### src/rtl/ram_pkg.sv
// Shared definitions for the byte-enabled dual-port RAM: controller state
// encoding and the read-during-write mode selectors.
package ram_pkg;

   localparam logic [0:0] CLEAR = 1'b0;
   localparam logic [0:0] READY = 1'b1;

   localparam int RDW_OLD = 0;
   localparam int RDW_NEW = 1;

endpackage

### src/rtl/ram_byte_lane.sv
// One 8-bit slice of the RAM. The read address is captured on an accepted
// read and the array is looked up through the captured address, so a write to
// that address on the same edge is already visible on rd_data. wr_old exposes
// the word currently stored at the write address so the top level can
// preserve pre-write contents on a collision.
module ram_byte_lane #(
   parameter int AWIDTH = 3
) (
   input  logic              clock,
   input  logic              wr_en,
   input  logic [AWIDTH-1:0] wr_addr,
   input  logic [7:0]        wr_data,
   input  logic              rd_en,
   input  logic [AWIDTH-1:0] rd_addr,
   output logic [7:0]        rd_data,
   output logic [7:0]        wr_old
);

   localparam int DEPTH = 2 ** AWIDTH;

   logic [7:0]        mem [DEPTH];
   logic [AWIDTH-1:0] rd_addr_q;

   // Array write and read-address capture; the array is cleared only by the sweep, never by reset
   always_ff @(posedge clock) begin
      if (wr_en) begin
         mem[wr_addr] <= wr_data;
      end
      if (rd_en) begin
         rd_addr_q <= rd_addr;
      end
   end

   assign rd_data = mem[rd_addr_q];
   assign wr_old  = mem[wr_addr];

endmodule

### src/rtl/ram_sync_dp_be.sv
// Synchronous dual-port RAM with byte enables, a zero-fill sweep after reset
// or on request, selectable read-during-write behaviour and an optional
// output register. Reads and writes are ignored while the sweep runs.
module ram_sync_dp_be
   import ram_pkg::*;
#(
   parameter int AWIDTH   = 3,
   parameter int DWIDTH   = 32,
   parameter int RDW_MODE = 0,
   parameter int OUT_REG  = 0
) (
   input  logic                clock,
   input  logic                reset,
   input  logic                clear_req,
   output logic                init_done,
   input  logic                wr_en,
   input  logic [AWIDTH-1:0]   wr_addr,
   input  logic [DWIDTH/8-1:0] wr_be,
   input  logic [DWIDTH-1:0]   wr_data,
   input  logic                rd_en,
   input  logic [AWIDTH-1:0]   rd_addr,
   output logic [DWIDTH-1:0]   rd_data,
   output logic                rd_valid
);

   localparam int DEPTH  = 2 ** AWIDTH;
   localparam int NBYTES = DWIDTH / 8;
   localparam logic [AWIDTH-1:0] LAST_ADDR = AWIDTH'(DEPTH - 1);

   logic [0:0]        state;
   logic [AWIDTH-1:0] clr_addr;
   logic              clearing;
   logic              rd_accept;
   logic              wr_active;
   logic              collision;
   logic [AWIDTH-1:0] lane_wr_addr;
   logic [DWIDTH-1:0] lane_wr_data;
   logic [NBYTES-1:0] lane_we;
   logic [DWIDTH-1:0] lane_rd_word;
   logic [DWIDTH-1:0] lane_old_word;

   logic              s1_valid;
   logic              s1_coll;
   logic [DWIDTH-1:0] s1_old;
   logic [DWIDTH-1:0] word_sel;
   logic              p_valid;
   logic [DWIDTH-1:0] p_data;

   assign clearing  = (state == CLEAR);
   assign init_done = ~clearing;
   assign rd_accept = rd_en & ~clearing;
   assign wr_active = wr_en & ~clearing;

   // Old-data mode only needs the bypass when a real byte is written to the word being read
   assign collision = (RDW_MODE == RDW_OLD) && rd_accept && wr_active &&
                      (wr_addr == rd_addr) && (|wr_be);

   assign lane_wr_addr = clearing ? clr_addr : wr_addr;
   assign lane_wr_data = clearing ? '0 : wr_data;

   // Per-lane write strobes: the sweep writes every byte, normal writes honour the byte enables
   always_comb begin
      for (int i = 0; i < NBYTES; i++) begin
         lane_we[i] = clearing | (wr_active & wr_be[i]);
      end
   end

   for (genvar g = 0; g < NBYTES; g++) begin : g_lane
      ram_byte_lane #(
         .AWIDTH (AWIDTH)
      ) u_lane (
         .clock   (clock),
         .wr_en   (lane_we[g]),
         .wr_addr (lane_wr_addr),
         .wr_data (lane_wr_data[8*g +: 8]),
         .rd_en   (rd_accept),
         .rd_addr (rd_addr),
         .rd_data (lane_rd_word[8*g +: 8]),
         .wr_old  (lane_old_word[8*g +: 8])
      );
   end

   // Controller: zero-fill sweep from address 0 to DEPTH-1, then serve traffic until a clear request
   always_ff @(posedge clock or posedge reset) begin
      if (reset) begin
         state    <= CLEAR;
         clr_addr <= '0;
      end else if (state == CLEAR) begin
         clr_addr <= clr_addr + 1'b1;
         if (clr_addr == LAST_ADDR) begin
            state <= READY;
         end
      end else if (clear_req) begin
         state    <= CLEAR;
         clr_addr <= '0;
      end
   end

   // First read stage flags: an accepted read and whether it collided with a write in old-data mode
   always_ff @(posedge clock or posedge reset) begin
      if (reset) begin
         s1_valid <= 1'b0;
         s1_coll  <= 1'b0;
      end else begin
         s1_valid <= rd_accept;
         s1_coll  <= collision;
      end
   end

   // Pre-write word kept aside on a collision so old-data mode can return it
   always_ff @(posedge clock) begin
      if (collision) begin
         s1_old <= lane_old_word;
      end
   end

   assign word_sel = s1_coll ? s1_old : lane_rd_word;

   // Read result register: updates only on a completed read, otherwise holds the last word
   always_ff @(posedge clock or posedge reset) begin
      if (reset) begin
         p_valid <= 1'b0;
         p_data  <= '0;
      end else begin
         p_valid <= s1_valid;
         if (s1_valid) begin
            p_data <= word_sel;
         end
      end
   end

   if (OUT_REG != 0) begin : g_out_reg
      logic              o_valid;
      logic [DWIDTH-1:0] o_data;

      // Optional extra output stage, same hold-last-value behaviour as the result register
      always_ff @(posedge clock or posedge reset) begin
         if (reset) begin
            o_valid <= 1'b0;
            o_data  <= '0;
         end else begin
            o_valid <= p_valid;
            if (p_valid) begin
               o_data <= p_data;
            end
         end
      end

      assign rd_valid = o_valid;
      assign rd_data  = o_data;
   end else begin : g_no_out_reg
      assign rd_valid = p_valid;
      assign rd_data  = p_data;
   end

endmodule

### config.mk
export PLATFORM = sky130hd
export DESIGN_NAME = ram_sync_dp_be
export DESIGN_NICKNAME = d
export VERILOG_FILES = /design/src/rtl/ram_pkg.sv /design/src/rtl/ram_byte_lane.sv /design/src/rtl/ram_sync_dp_be.sv
export SDC_FILE = /design/constraint.sdc
export NUM_CORES = 1
export LEC_CHECK = 0
export ABC_AREA = 1
export BUFFER_PORTS_ARGS = -buffer_cell sky130_fd_sc_hd__buf_4
export CORE_ASPECT_RATIO = 1.75
export CORE_MARGIN = 2
export CORE_UTILIZATION = 59
export CTS_CLUSTER_SIZE = 10
export DETAILED_ROUTE_END_ITERATION = 8
export GPL_TIMING_DRIVEN = 0
export HOLD_SLACK_MARGIN = 0.08
export PLACE_DENSITY = 0.83
export SLEW_MARGIN = 25
export SYNTH_ARGS = -nofsm -noshare
export SYNTH_HDL_FRONTEND = slang
export SYNTH_SLANG_ARGS = --single-unit
### constraint.sdc
create_clock -name clock -period 5.48 [get_ports clock]
set_input_delay 0.548 -clock clock [delete_from_list [all_inputs] [get_ports clock]]
set_output_delay 0.548 -clock clock [all_outputs]
set_load 0.02 [all_outputs]
==> impl.org, run 1 <==
** Power
- Summed over all nets, the switching power comes to between 0.006 and 0.007 W.
- Leakage Power :: 8.69 nW
- Dividing total power by cell area gives a power density of just over 700 nW/um^2.
- Cell internal power was estimated by the tool at 0.00703 W.
- VDD sags by at most between 0.6 and 0.7 mV.
- Per report_power, the clock group accounts for 17.5% of the total.
- After layout, the design draws a total of approximately 0.014 W.
- Part of the total power dissipated in sequential elements :: 33.1%
- Part of the total power dissipated in combinational logic :: 49.5%
- Switching share of power :: between 40% and 50%

** Worst setup path
- In this run the worst path has a maximum fanout of 10.
- STA puts the critical path data required time at ~5.7 ns.
- The critical path is of the reg -> reg type.
- STA classifies the critical path endpoint as a register.
- Arr. time, crit path :: between 3 and 4 ns
- Type of element launching the critical path :: register

** Global routing
- Wire length of the first global-routing pass :: around 87 mm
- Entering global routing, the biggest net connects 29 pins.
- Total Routing Usage GR :: between 40% and 50%
- Vias in the first global route :: 14.3k
- Grt total ovfl :: 0
- Antenna violations before repair :: 4

** Job
- Maximum capacitance violations :: 0

** Final layout
- The library cell used most frequently in the layout, excluding fill and tap cells, is sky130_fd_sc_hd__nand2_1.
- The area growth from synthesis to layout is 13.9%.
- Share of cells above drive strength 1 :: 9.35%
- Most frequent cells in the layout :: sky130_fd_sc_hd__nand2_1, sky130_fd_sc_hd__edfxtp_1, sky130_fd_sc_hd__nand3_1
- Final Instance Count excl. Fillers :: 2466
- Final-stage net count :: 2116
- Fill cells in the final layout number 2215.

** Clocking
- Buffers added to address setup during post-CTS repair amount to 0.
- After clock tree synthesis, the clock-pin slew on the worst setup and hold paths is approximately 0.05 ns.
- At the later pin of the worst-skew pair, clock insertion delay measures 0.56 ns.
- CTS built an H-tree with a depth of 2.
- Counting every sink on the clock net gives between 300 and 400.
- CTS buffer count :: 39
- The number of gates resized after CTS was 0.
- Counting along the longest clock path gives a buffer depth of 3.
- CTS placed an instance of sky130_fd_sc_hd__clkbuf_16 at the clock tree root.
- TritonCTS built the clock tree.

** Yosys
- Synthesis produced a netlist with a net count of 1989.
- During synthesis, Yosys emitted a total of 0 warnings.
- Share of cell area taken by muxes after synthesis :: 0.0612%
- Number of distinct library cells after synthesis :: 28
- Seq cells post-synth :: 333
- Proportion of register bits with asynchronous set or reset after synthesis :: 11.7%
- The synthesized netlist devotes 0.0535% of its cell area to XOR and XNOR gates.
- Of the total synthesized cell area, the portion taken by full adders, half adders and majority gates is less than 1%.
- Cell Area, Synth :: 16400 sq um
- Most used DFF post-synth :: sky130_fd_sc_hd__edfxtp_1
- Complex-gate fraction of the synthesized area :: 2.60%
- Sequential cells were found to cover 59.7% of the synthesized design area.
- Per-instance average area after synthesis :: roughly 8.4 sq um
- After synthesis, the largest family of logic cells by area is simple AND/OR/NAND/NOR gates.
- Summing the areas of all and, or, nand and nor instances in the mapped netlist gives 30.9% of the synthesized area.
- In this run, synthesis inferred about 290 flip-flops with an integrated enable.
- Syn Inst Count :: 1940

** STA
- Clock skew after layout :: 0.0128 ns
- Unrepaired setup endpoints after global routing :: false
- Final sum of negative setup slack :: 0 ns
- Max-slew violation count :: 0
- After layout, the minimum clock period comes to 2.88 ns.
- Setup violations remaining at the end of the flow were counted as 0.
- At the pin with the least slew margin, the transition time is ~1.2 ns.
- The count of endpoints failing hold in the final timing report came to 0.
- Fin crit share :: roughly 53%
- Based on the critical path, the design can be clocked at up to 347 MHz.
- Worst slew margin relative to its limit :: 21.1%

** Route
- Drt first pass iters :: 7
- In the final routed layout, each cell accounts on average for roughly 25 microns.
- Once detail routing completed, the nets flagged for antenna violations numbered 0.
- For this block, the via count after detailed routing is 14.8k.
- After the first detailed-routing iteration, the DRC count stood at 2390.
- In the routed design, unresolved DRC markers number 0.
- Per-cell via count in the routed design :: 6.00
- Detailed-route wire length :: ~60 mm

** Floorplan
- The initialized floorplan defines 80 standard-cell rows.
- The floorplan step defined a die boundary enclosing 29100 sq um.
- The initial utilization of the core area, before any placement, comes to 60.1%.
- The die is 130 microns wide.
- IO Pins :: 81
- Die outline height :: ~220 microns
- The region available for standard cell placement spans 27200 sq um.

** Place
- GP Congestion :: 1.03
- Number of placed cells counting well taps :: 2394
- HPWL after detailed placement :: 40.9 mm
- Input and output buffers added on the ports amount to 80.

** Outcome
- Status :: finished clean

** Hold path
- Hold crit path type :: in -> reg
## kinds of logic (layout without fill, tap and decap cells)
group	after synthesis	after routing
fa+ha+maj	2	2
compound gates	82	82
xor+xnor	1	1
flops	333	333
other cells	0	1
buf+inv	257	413
mux	1	1
simple gates	1264	1264
## power by group through the flow
| stage | logic [W] | clock network (W) | registers [W] |
|---|---|---|---|
| 5_1_grt | 0.00706 | 0.00244 | 0.00455 |
| 4_1_cts | 0.00636 | 0.00235 | 0.00445 |
| 6_report | 0.00669 | 0.00236 | 0.00447 |
| 2_1_floorplan | 0.00367 | 0 | 0.00451 |
| 3_5_place_dp | 0.00633 | 0 | 0.00450 |
| 3_3_place_gp | 0.00621 | 0 | 0.00445 |
## what timing repair did
action                                  4_1_cts  5_1_grt
hold buffers                                  1        0
endpoints found under the setup margin        0        0
endpoints found under the hold margin        11        0
## path summary, 6_finish.rpt
path                                               start                             to  slack, ns  cells after the start
max                                            init_done     g_lane[1].u_lane.mem[3][2]       2.60                      7
min                                           rd_addr[2]  g_lane[2].u_lane.rd_addr_q[2]       0.19                      1
max reg2reg                                    init_done     g_lane[1].u_lane.mem[3][2]       2.60                      7
min reg2reg                g_lane[2].u_lane.rd_addr_q[0]                       register       0.47                      2
max in group asynchronous                          reset                    rd_data[18]       4.50                      4
min in group asynchronous                          reset                    rd_data[11]       0.50                      3
## layer usage
layer	GRT usage, %	share of wire (%)	up-vias
li1	-	-	6495
met1	49.3	30	6663
met2	65.0	45	1272
met3	11.7	14	361
met4	35.8	10	6
met5	0	0.13	-
## synthesized netlist by cell type, drive strengths merged (3+ instances only)
cell type	number	share of area [%]
nand2	943	22
edfxtp	291	53
nand3	233	7.1
inv	143	3.3
nor2	84	1.9
buf	68	2.1
o21ai	54	1.7
clkbuf	44	1.0
dfrtp	39	6.0
a21oi	28	0.86
dfxtp	3	0.37
## worst max-delay path, cell delays in order (launching register included)
cell and delay, ns:
sky130_fd_sc_hd__dfrtp_1 0.43, sky130_fd_sc_hd__buf_4 0.23, sky130_fd_sc_hd__o21ai_4 0.11, sky130_fd_sc_hd__inv_2 0.13, sky130_fd_sc_hd__buf_4 0.25, sky130_fd_sc_hd__buf_4 0.23, sky130_fd_sc_hd__nand3_1 0.19, sky130_fd_sc_hd__nor2_1 0.90
## state kept, by name, summed over array words and instances (netlist names), named ones only
| register | cells |
|---|---|
| clr_addr | 3 |
| g_lane.u_lane.mem | 256 |
| s1_valid | 1 |
| rd_valid | 1 |
| s1_coll | 1 |
| s1_old | 32 |
| g_lane.u_lane.rd_addr_q | 3 |
| rd_data | 32 |
| init_done | 1 |
## per-stage QoR
step	hold slack, ns	utilization, %	cell area [sq um]	setup slack, ns
4_1_cts	0.186	68.4	18600	2.63
3_5_place_dp	0.444	64.2	17500	2.58
5_1_grt	0.199	68.4	18600	2.52
2_1_floorplan	0.419	-	16400	1.66
3_3_place_gp	0.432	64.0	17400	-0.521
6_report	0.190	68.4	18600	2.60
## area by class of cell
class	instances	area [sq um]	share of cell area [%]
Sequential cell	333	9770	52.5
Multi-Input combinational cell	1350	5540	29.7
Clock buffer	66	1090	5.84
Timing Repair Buffer	86	668	3.59
Inverter	145	544	2.92
Buffer	112	517	2.77
Tap cell	369	462	2.48
Clock inverter	4	33.8	0.181
Antenna cell	1	2.50	0.0134
Note: power is estimated with default switching activity, not from simulation.
==> run 2, diff against run 1 <==
Settings changed: ABC_AREA 1 to 0, CORE_UTILIZATION 59 to 55, PLACE_DENSITY 0.83 to 0.82.
Clock period 5.48 ns to 2.4 ns, I/O delays scaled along.
==> run 2 against run 1 <==
The run now ends with negative setup slack left; largest cell class unchanged; wire length fell by 9.5%; power rose by 110%; critical path depth did not move; sequential power rose by 120%; design area rose by 0.17%; highest routed layer unchanged.
==> impl.org, run 2 <==
** STA
- Setup violations remaining at the end of the flow were counted as 15.
- Final worst-path setup slack :: -0.0903 ns
- Final critical-path required period :: 2.49 ns
- Measured against its own limit, the worst slew margin works out to 34.9%.
- At the pin with the least slew margin, the transition time is 0.976 ns.
- Final sum of negative setup slack :: -0.551 ns
- Across the routed clock network, the largest skew measured is roughly 0.025 ns.
- The count of final max-slew check failures was 0.
- Fin crit share :: 104%
- Max frequency :: 402 MHz
- The count of endpoints failing hold in the final timing report is 0.

** Yosys
- Yosys instantiated no cell more often than sky130_fd_sc_hd__edfxtp_1.
- Sequential share of the synthesized area :: 64.3%
- EDFF count, synth :: 291
- For this run, the leading register cell type out of synthesis is sky130_fd_sc_hd__edfxtp_1.
- Total number of yosys warnings :: 0
- Syn Inst Count :: 1038
- Number of distinct library cells after synthesis :: 52
- Most frequent cells after synthesis :: sky130_fd_sc_hd__edfxtp_1, sky130_fd_sc_hd__nor2_1, sky130_fd_sc_hd__mux2i_1, sky130_fd_sc_hd__nand2_1, sky130_fd_sc_hd__mux2_2
- The cell area that synthesis handed to floorplanning was 15200 sq um.
- The synthesized design devotes to its leading area cell type between 50% and 60% of total area.
- In this run, synthesis produced a sequential element count of 333.
- A synthesized cell averages approximately 15 sq um.
- The largest total area in the synthesized netlist belongs to sky130_fd_sc_hd__edfxtp_1.
- Yosys attributes the largest share of cell area to sky130_fd_sc_hd__edfxtp_1, sky130_fd_sc_hd__dfrtp_1, sky130_fd_sc_hd__mux4_2.
- Proportion of register bits with asynchronous set or reset after synthesis :: 11.7%
- When the netlist entered floorplanning its net count stood at about 1.1k.

** Worst setup path
- Type of element launching the critical path :: register
- Category of cells accounting for the largest share of critical-path delay :: buffers and inverters
- Along the worst path, the maximum fanout reaches 10.
- Cell chain of the critical path :: buf_6 -> mux2_4 -> buf_6 -> nor2_4 -> buf_2 -> a221oi_1 -> o22ai_1
- Endpoint class of the critical path :: register
- Startpoint-to-endpoint class of the critical path :: reg -> reg
- The slowest stage of the critical path belongs to the cell sky130_fd_sc_hd__buf_2.
- Counting stages on the worst path, the most repeated cell is sky130_fd_sc_hd__buf_6.
- The number of buffers and inverters on the critical path is 3.
- Required time reported for the critical path endpoint :: between 2 and 3 ns
- STA puts the critical path data arrival time at between 2 and 3 ns.
- The largest single stage delay on the critical path is 0.49 ns.

** Place
- GP Congestion :: 0.982
- Prior to clock tree synthesis, the placed netlist has a worst setup slack of -0.552 ns.
- Number of placed cells counting well taps :: between 1k and 1.5k
- Port-buffer cells :: 80
- HPWL after detailed placement :: around 33 mm

** Route
- Number of DRC violations after detailed-routing iteration 0 :: 2046
- Detailed routing inserted a total of roughly 12k vias.
- Per-cell via count in the routed design :: roughly 7.4
- Drt first pass iters :: 8
- For this run, design rule violations remaining after detail routing come to 0.
- Wire length per cell after detailed routing :: 34.1 microns
- Detailed-route wire length :: about 55 mm
- The count of nets left with antenna violations once routing finished came out at 0.

** Global routing
- Antenna violations before repair :: 4
- Vias in the first global route :: 12.4k
- Total Routing Usage GR :: 38.9%
- Entering global routing, the biggest net connects 27 pins.
- Wire length of the first global-routing pass :: 79.7 mm
- Busiest layer in global routing :: met2
- Global routing consumed, on the met1 layer, 42.2% of the routing resources.
- Grt total ovfl :: 0
- Met2 capacity usage during global routing :: 59.8%
- Fraction of met3 tracks used by global routing :: 15.3%

** Final layout
- Largest register by flop count :: g_lane.u_lane.mem
- Max reg flops :: 256
- Final-stage net count :: approximately 1.3k
- Compared with the post-synthesis result, the final layout area differs by 22.7%.
- Summing all flip-flop and latch instances after layout gives about 9800 sq um.
- Leaving out fill and tap cells, the most frequent cell in the layout is sky130_fd_sc_hd__edfxtp_1.
- Excluding fillers, the count of instances in the completed layout stands at between 1.5k and 2k.
- The post-route netlist has 31.1% of its cells at a drive strength greater than 1.
- Most frequent cells in the layout :: sky130_fd_sc_hd__edfxtp_1, sky130_fd_sc_hd__buf_4, sky130_fd_sc_hd__mux2i_1
- Fill cell total of the finished layout :: 1747
- Multi-input gate area :: 5260 sq um

** Power
- Power spread over the standard cell area amounts to between 1500 and 2000 nW/um^2.
- For this design the static power due to leakage is about 6.7 nW.
- Maximum resistive drop on vdd :: 0.722 mV

** Clocking
- Clock tree from TritonCTS :: done
- CTS buffer count :: 39
- H-Tree Level Count :: 2
- Counting every sink on the clock net gives 333.
- CTS root buf :: sky130_fd_sc_hd__clkbuf_16
- Maximum number of buffers from clock root to sink :: 3
- Clock latency on the worst-skew pair, taken at its later pin, is 0.55 ns.
- Clock-pin slew reported for the worst setup and hold paths after clock tree synthesis :: 0.06 ns

** Job
- Maximum capacitance violations :: 0

** Floorplan
- From left edge to right edge, the die measures 130 microns.
- Placement row count :: 80
- Core area :: 27200 sq um
- Once the floorplan was initialized, standard cells occupied 55.9% of the core.
- Die outline area :: 29100 sq um
- Die outline height :: 224 microns
- For this design the top-level I/O count stands at slightly above 80.

** Outcome
- The checks that failed: negative setup slack.
- The run finished, with violations left.

** Hold path
- The tightest min-delay check is of the in -> reg type.
run 2: cell count changes in the layout (fill, tap and decap cells not counted), sizes merged, moves of 33 or more:
| cell | delta |
|---|---|
| nand2 | -877 |
| nand3 | -227 |
| inv | -142 |
| mux2i | +65 |
| mux2 | +60 |
| o22ai | +45 |
| a221oi | +43 |
| mux4 | +36 |
| and2 | +33 |
run 2: power by group:
| part | internal [W] | total (W) | switching [W] | leakage, nW |
|---|---|---|---|---|
| sequential | 0.00878 | 0.00974 | 0.000959 | 3.19 |
| combinational | 0.00504 | 0.0134 | 0.00833 | 2.93 |
| clock | 0.00318 | 0.00552 | 0.00234 | 0.544 |
| total | 0.0170 | 0.0286 | 0.0116 | 6.67 |
run 2: cell families (layout without fill, tap and decap cells):
family | Yosys count | after routing | share of synthesized area (%)
other | 0 | 1 | 0
buffers and inverters | 90 | 301 | 3.24
flip-flops | 333 | 333 | 64.3
multiplexers | 162 | 162 | 14.4
XOR/XNOR | 3 | 3 | 0.173
AO/OA/AOI/OAI | 236 | 236 | 11.2
adder cells (fa/ha/maj) | 2 | 2 | 0.165
AND/OR/NAND/NOR | 212 | 212 | 6.55
run 2: through the flow:
step           total power, W  area (sq um)  util [%]  hold WS [ns]
2_1_floorplan          0.0159         15200         -         0.322
3_3_place_gp           0.0197         16300      59.9         0.362
3_5_place_dp           0.0200         16400      60.1         0.245
4_1_cts                0.0273         18600      68.3         0.158
5_1_grt                0.0291         18700      68.5         0.184
6_report               0.0286         18700      68.5         0.156
run 2: final timing paths:
path / depth (start not counted) / slack, ns / startpoint / to
setup / recovery: 7 / -0.09 / init_done / s1_old[21]
hold / removal: 2 / 0.16 / wr_data[11] / g_lane[1].u_lane.mem[7][3]
setup reg to reg: 7 / -0.09 / init_done / s1_old[21]
hold reg to reg: 0 / 0.39 / s1_valid / rd_valid
max in group asynchronous: 4 / 1.68 / reset / rd_data[12]
min in group asynchronous: 3 / 0.23 / reset / rd_data[30]
run 2: final cells by class:
cell class | count | share of cell area [%]
clock buffers | 70 | 6.08
multi-input cells | 615 | 28.2
repair buffers | 142 | 7.80
plain buffers | 85 | 2.96
flip-flops and latches | 333 | 52.4
well taps | 369 | 2.47
diodes | 1 | 0.0134
inverters | 3 | 0.0737
clock inverters | 1 | 0.0469
run 2: timing repair:
action / 4_1_cts / 5_1_grt
gates cloned: 0 / 0
pin swaps: 33 / 1
gates resized for setup: 85 / 41
hold endpoints to repair: 49 / 0
buffers inserted: 51 / 0
endpoints found under the setup margin: 275 / 461
hold buffers: 6 / 0
run 2: worst register-to-register path, delay by kind of cell (launching register included):
kind / cells / cell delay (ns)
flip-flops: 1 / 0.43
AND/OR/NAND/NOR: 1 / 0.34
buffers and inverters: 3 / 0.79
multiplexers: 1 / 0.30
AO/OA/AOI/OAI: 2 / 0.45
run 2: layer usage:
metal | wire (microns) | vias to the layer above
met4 | 5850 | 2
met2 | 25300 | 1358
met5 | 16 | -
li1 | - | 4548
met1 | 16000 | 5566
met3 | 8000 | 487
==> run 3, diff against run 2 <==
Settings changed: CORE_UTILIZATION 55 to 29, PLACE_DENSITY 0.82 to default, PLACE_DENSITY_LB_ADDON from default to 0.05.
==> run 3 against run 2 <==
Hold slack better by 0.0035 ns; cell count is 19% higher; the run now ends clean; non-clock buffer count is 8 higher; power is 0.84% higher; sequential share of layout area is 1.4 points lower; clock skew is 0.0026 ns higher; sequential power is 1% lower.
==> impl.org, run 3 (same netlist as run 2, synthesis figures left out) <==
** Outcome
- Status :: finished clean

** Place
- HPWL after detailed placement :: about 43 mm
- The placed instances occupy a cell area of approximately 17000 sq um.
- Routability-driven placement finished with a final weighted congestion of ~0.83.
- The count of buffers added on input and output ports is 80.
- Prior to clock tree synthesis, the placed netlist has a worst setup slack of -0.845 ns.

** Worst setup path
- Type of element launching the critical path :: register
- Endpoint class of the critical path :: register
- Register-to-register setup slack :: 0.03 ns
- The largest single stage delay on the critical path is a little over 0.7 ns.
- Of all nets on the critical path, the largest fanout is 10.
- Walking the worst path, the cells encountered are clkbuf_1 -> clkbuf_1 -> a311o_1 -> a31oi_1.
- The critical path is of the reg -> reg type.
- STA puts the critical path data required time at 2.78 ns.
- Arr. time, crit path :: around 2.8 ns
- The number of cells on the worst reg-to-reg path is 4.
- Dominant cell type by count on the critical path :: sky130_fd_sc_hd__clkbuf_1
- CP max-delay cell :: sky130_fd_sc_hd__clkbuf_1

** Final layout
- The register with the most flip-flops in the final layout is g_lane.u_lane.mem.
- Compared with the post-synthesis result, the final layout area differs by 26.0%.
- Final-stage net count :: 1276
- Summing all multi-input logic gate instances after layout gives 5280 sq um.
- The post-route netlist has ~32% of its cells at a drive strength greater than 1.
- Storage element area :: 9780 sq um
- Max reg flops :: 256
- Util after Layout :: approximately 37%
- Fill cell total of the finished layout :: 5028
- Most frequent cells in the layout :: sky130_fd_sc_hd__edfxtp_1, sky130_fd_sc_hd__buf_4, sky130_fd_sc_hd__mux2i_1
- Most common cell after layout, fill and taps aside :: sky130_fd_sc_hd__edfxtp_1
- Once layout is done, the placed cells without fillers occupy between 15000 and 20000 sq um.
- Antenna diode count :: 0

** Power
- Summed over all nets, the switching power comes to 0.0118 W.
- In this run the static leakage power is 6.72 nW.
- Power per cell area :: 1510 nW/um^2
- Part of the total power dissipated in sequential elements :: between 30 and 40%
- The internal portion of the total power is between 0.015 and 0.02 W.
- Share of power burned in the clock network :: between 10% and 20%
- Net switching is 41.0% of the power.
- Maximum resistive drop on vdd :: 0.561 mV
- Part of the total power dissipated in combinational logic :: 47.8%

** Job
- Max-cap violations in this run came to 0.

** Clocking
- Clock tree from TritonCTS :: done
- The clock passes through at most 3 buffers.
- H-Tree Level Count :: 2
- Buffers inserted during clock tree synthesis total 39.
- Clock-pin slew reported for the worst setup and hold paths after clock tree synthesis :: around 0.060 ns
- # clock sinks :: 333
- CTS root buf :: sky130_fd_sc_hd__clkbuf_16
- Clock insertion delay at the later pin of the skew report :: approximately 0.55 ns

** STA
- Number of hold-slack violations in the final timing report :: 0
- Headroom to the max-slew limit came out at 27.3%.
- Count of endpoints failing setup in the final report :: 0
- Hold timing on the final database bottoms out at a slack of between 0.15 and 0.2 ns.
- For the pin with the worst max-slew slack, the measured transition is around 1.1 ns.
- Final critical-path required period :: 2.37 ns
- Based on the critical path, the design can be clocked at up to between 400 and 500 MHz.
- Fin crit share :: 98.9%
- On the final layout, the worst clock skew is 0.0274 ns.
- Adding up every negative setup slack in the final design gives 0 ns.
- The count of final max-slew check failures was 0.
- Unrepaired setup endpoints after global routing :: true
- The worst path meets setup with 0.0260 ns of slack.

** Route
- For this run, design rule violations remaining after detail routing come to 0.
- After detailed routing, the average wire length per cell comes to 33.2 microns.
- Per-cell via count in the routed design :: 5.51
- After detailed routing, the total wire length is 64.1 mm.
- Number of DRC violations after detailed-routing iteration 0 :: a little over 800
- Drt first pass iters :: 5
- Via Count :: 10.7k
- The count of nets left with antenna violations once routing finished came out at 0.

** Floorplan
- Starting density of the core :: 29.2%
- Row generation in the floorplan step produced ~110 rows.
- The die covers about 54000 sq um.
- Die outline height :: 307 microns
- IO Pins :: 81
- Die width :: 177 microns
- The core region is 52100 sq um.

** Hold path
- The tightest min-delay check is of the in -> reg type.
- HP Start :: wr_data[4]
- Depth of the worst hold-timing path :: 2

** Global routing
- Pin count of the biggest net entering global routing :: 23
- Global routing used between 20% and 30% of the available tracks.
- The via count of the first global-routing pass is 11.4k.
- Antenna violations before repair :: 2
- Summed over all layers, the global routing overflow is 0.
- Wire length of the first global-routing pass :: roughly 88 mm
==> run 3: changes by cell type in the layout (fill, tap and decap cells not counted), sizes merged <==
cell / previous run / this run
buf: 179 / 186
clkbuf: 111 / 106
clkdlybuf4s15: 1 / 3
inv: 4 / 6
clkinv: 0 / 1
diode: 1 / 0
==> run 3: critical path, delay by kind of cell (launching register included) <==
family	cells	cell delay, ns
buf+inv	2	1.38
flops	1	0.32
compound gates	2	0.50
==> run 3: final cells by class <==
class / count / area share (%)
flip-flops and latches: 333 / 51.0
well taps: 678 / 4.43
plain buffers: 85 / 3.13
clock buffers: 66 / 5.62
inverters: 3 / 0.0849
clock inverters: 4 / 0.157
repair buffers: 150 / 8.00
multi-input cells: 615 / 27.6
==> run 3: metrics by stage <==
stage,power (W),std cells
2_1_floorplan,0.0159,1038
3_3_place_gp,0.0213,1796
3_5_place_dp,0.0214,1802
4_1_cts,0.0289,1934
5_1_grt,0.0299,1934
6_report,0.0289,1934
==> run 3: path summary, 6_finish.rpt <==
path                                               to
max                                        rd_data[9]
max in group asynchronous                 rd_data[14]
min in group asynchronous                 clr_addr[0]
max reg2reg                                rd_data[9]
min reg2reg                                  rd_valid
min                        g_lane[0].u_lane.mem[7][4]
==> run 3: layer usage <==
| layer | track usage (%) | part of all wire (%) | vias up |
|---|---|---|---|
| met3 | 2.89 | 5.3 | 151 |
| met5 | 0 | 0 | - |
| li1 | - | - | 4553 |
| met1 | 26.8 | 37 | 5514 |
| met2 | 43.4 | 52 | 446 |
| met4 | 11.6 | 5.7 | 0 |
==> run 3: power groups by stage <==
stage,clock network [W],registers (W),logic [W]
floorplan,0,0.00973,0.00618
global placement,0,0.00977,0.0115
detailed placement,0,0.00976,0.0116
CTS,0.00557,0.00963,0.0137
global route,0.00574,0.00980,0.0144
finish,0.00545,0.00964,0.0138
==> run 3: what timing repair did <==
| item | 4_1_cts | 5_1_grt |
|---|---|---|
| endpoints found under the setup margin | 495 | 22 |
| hold endpoints to repair | 50 | 0 |
| setup buffers | 58 | 0 |
| hold buffers | 6 | 0 |
| resized for setup | 100 | 16 |
| pin swaps | 34 | 0 |
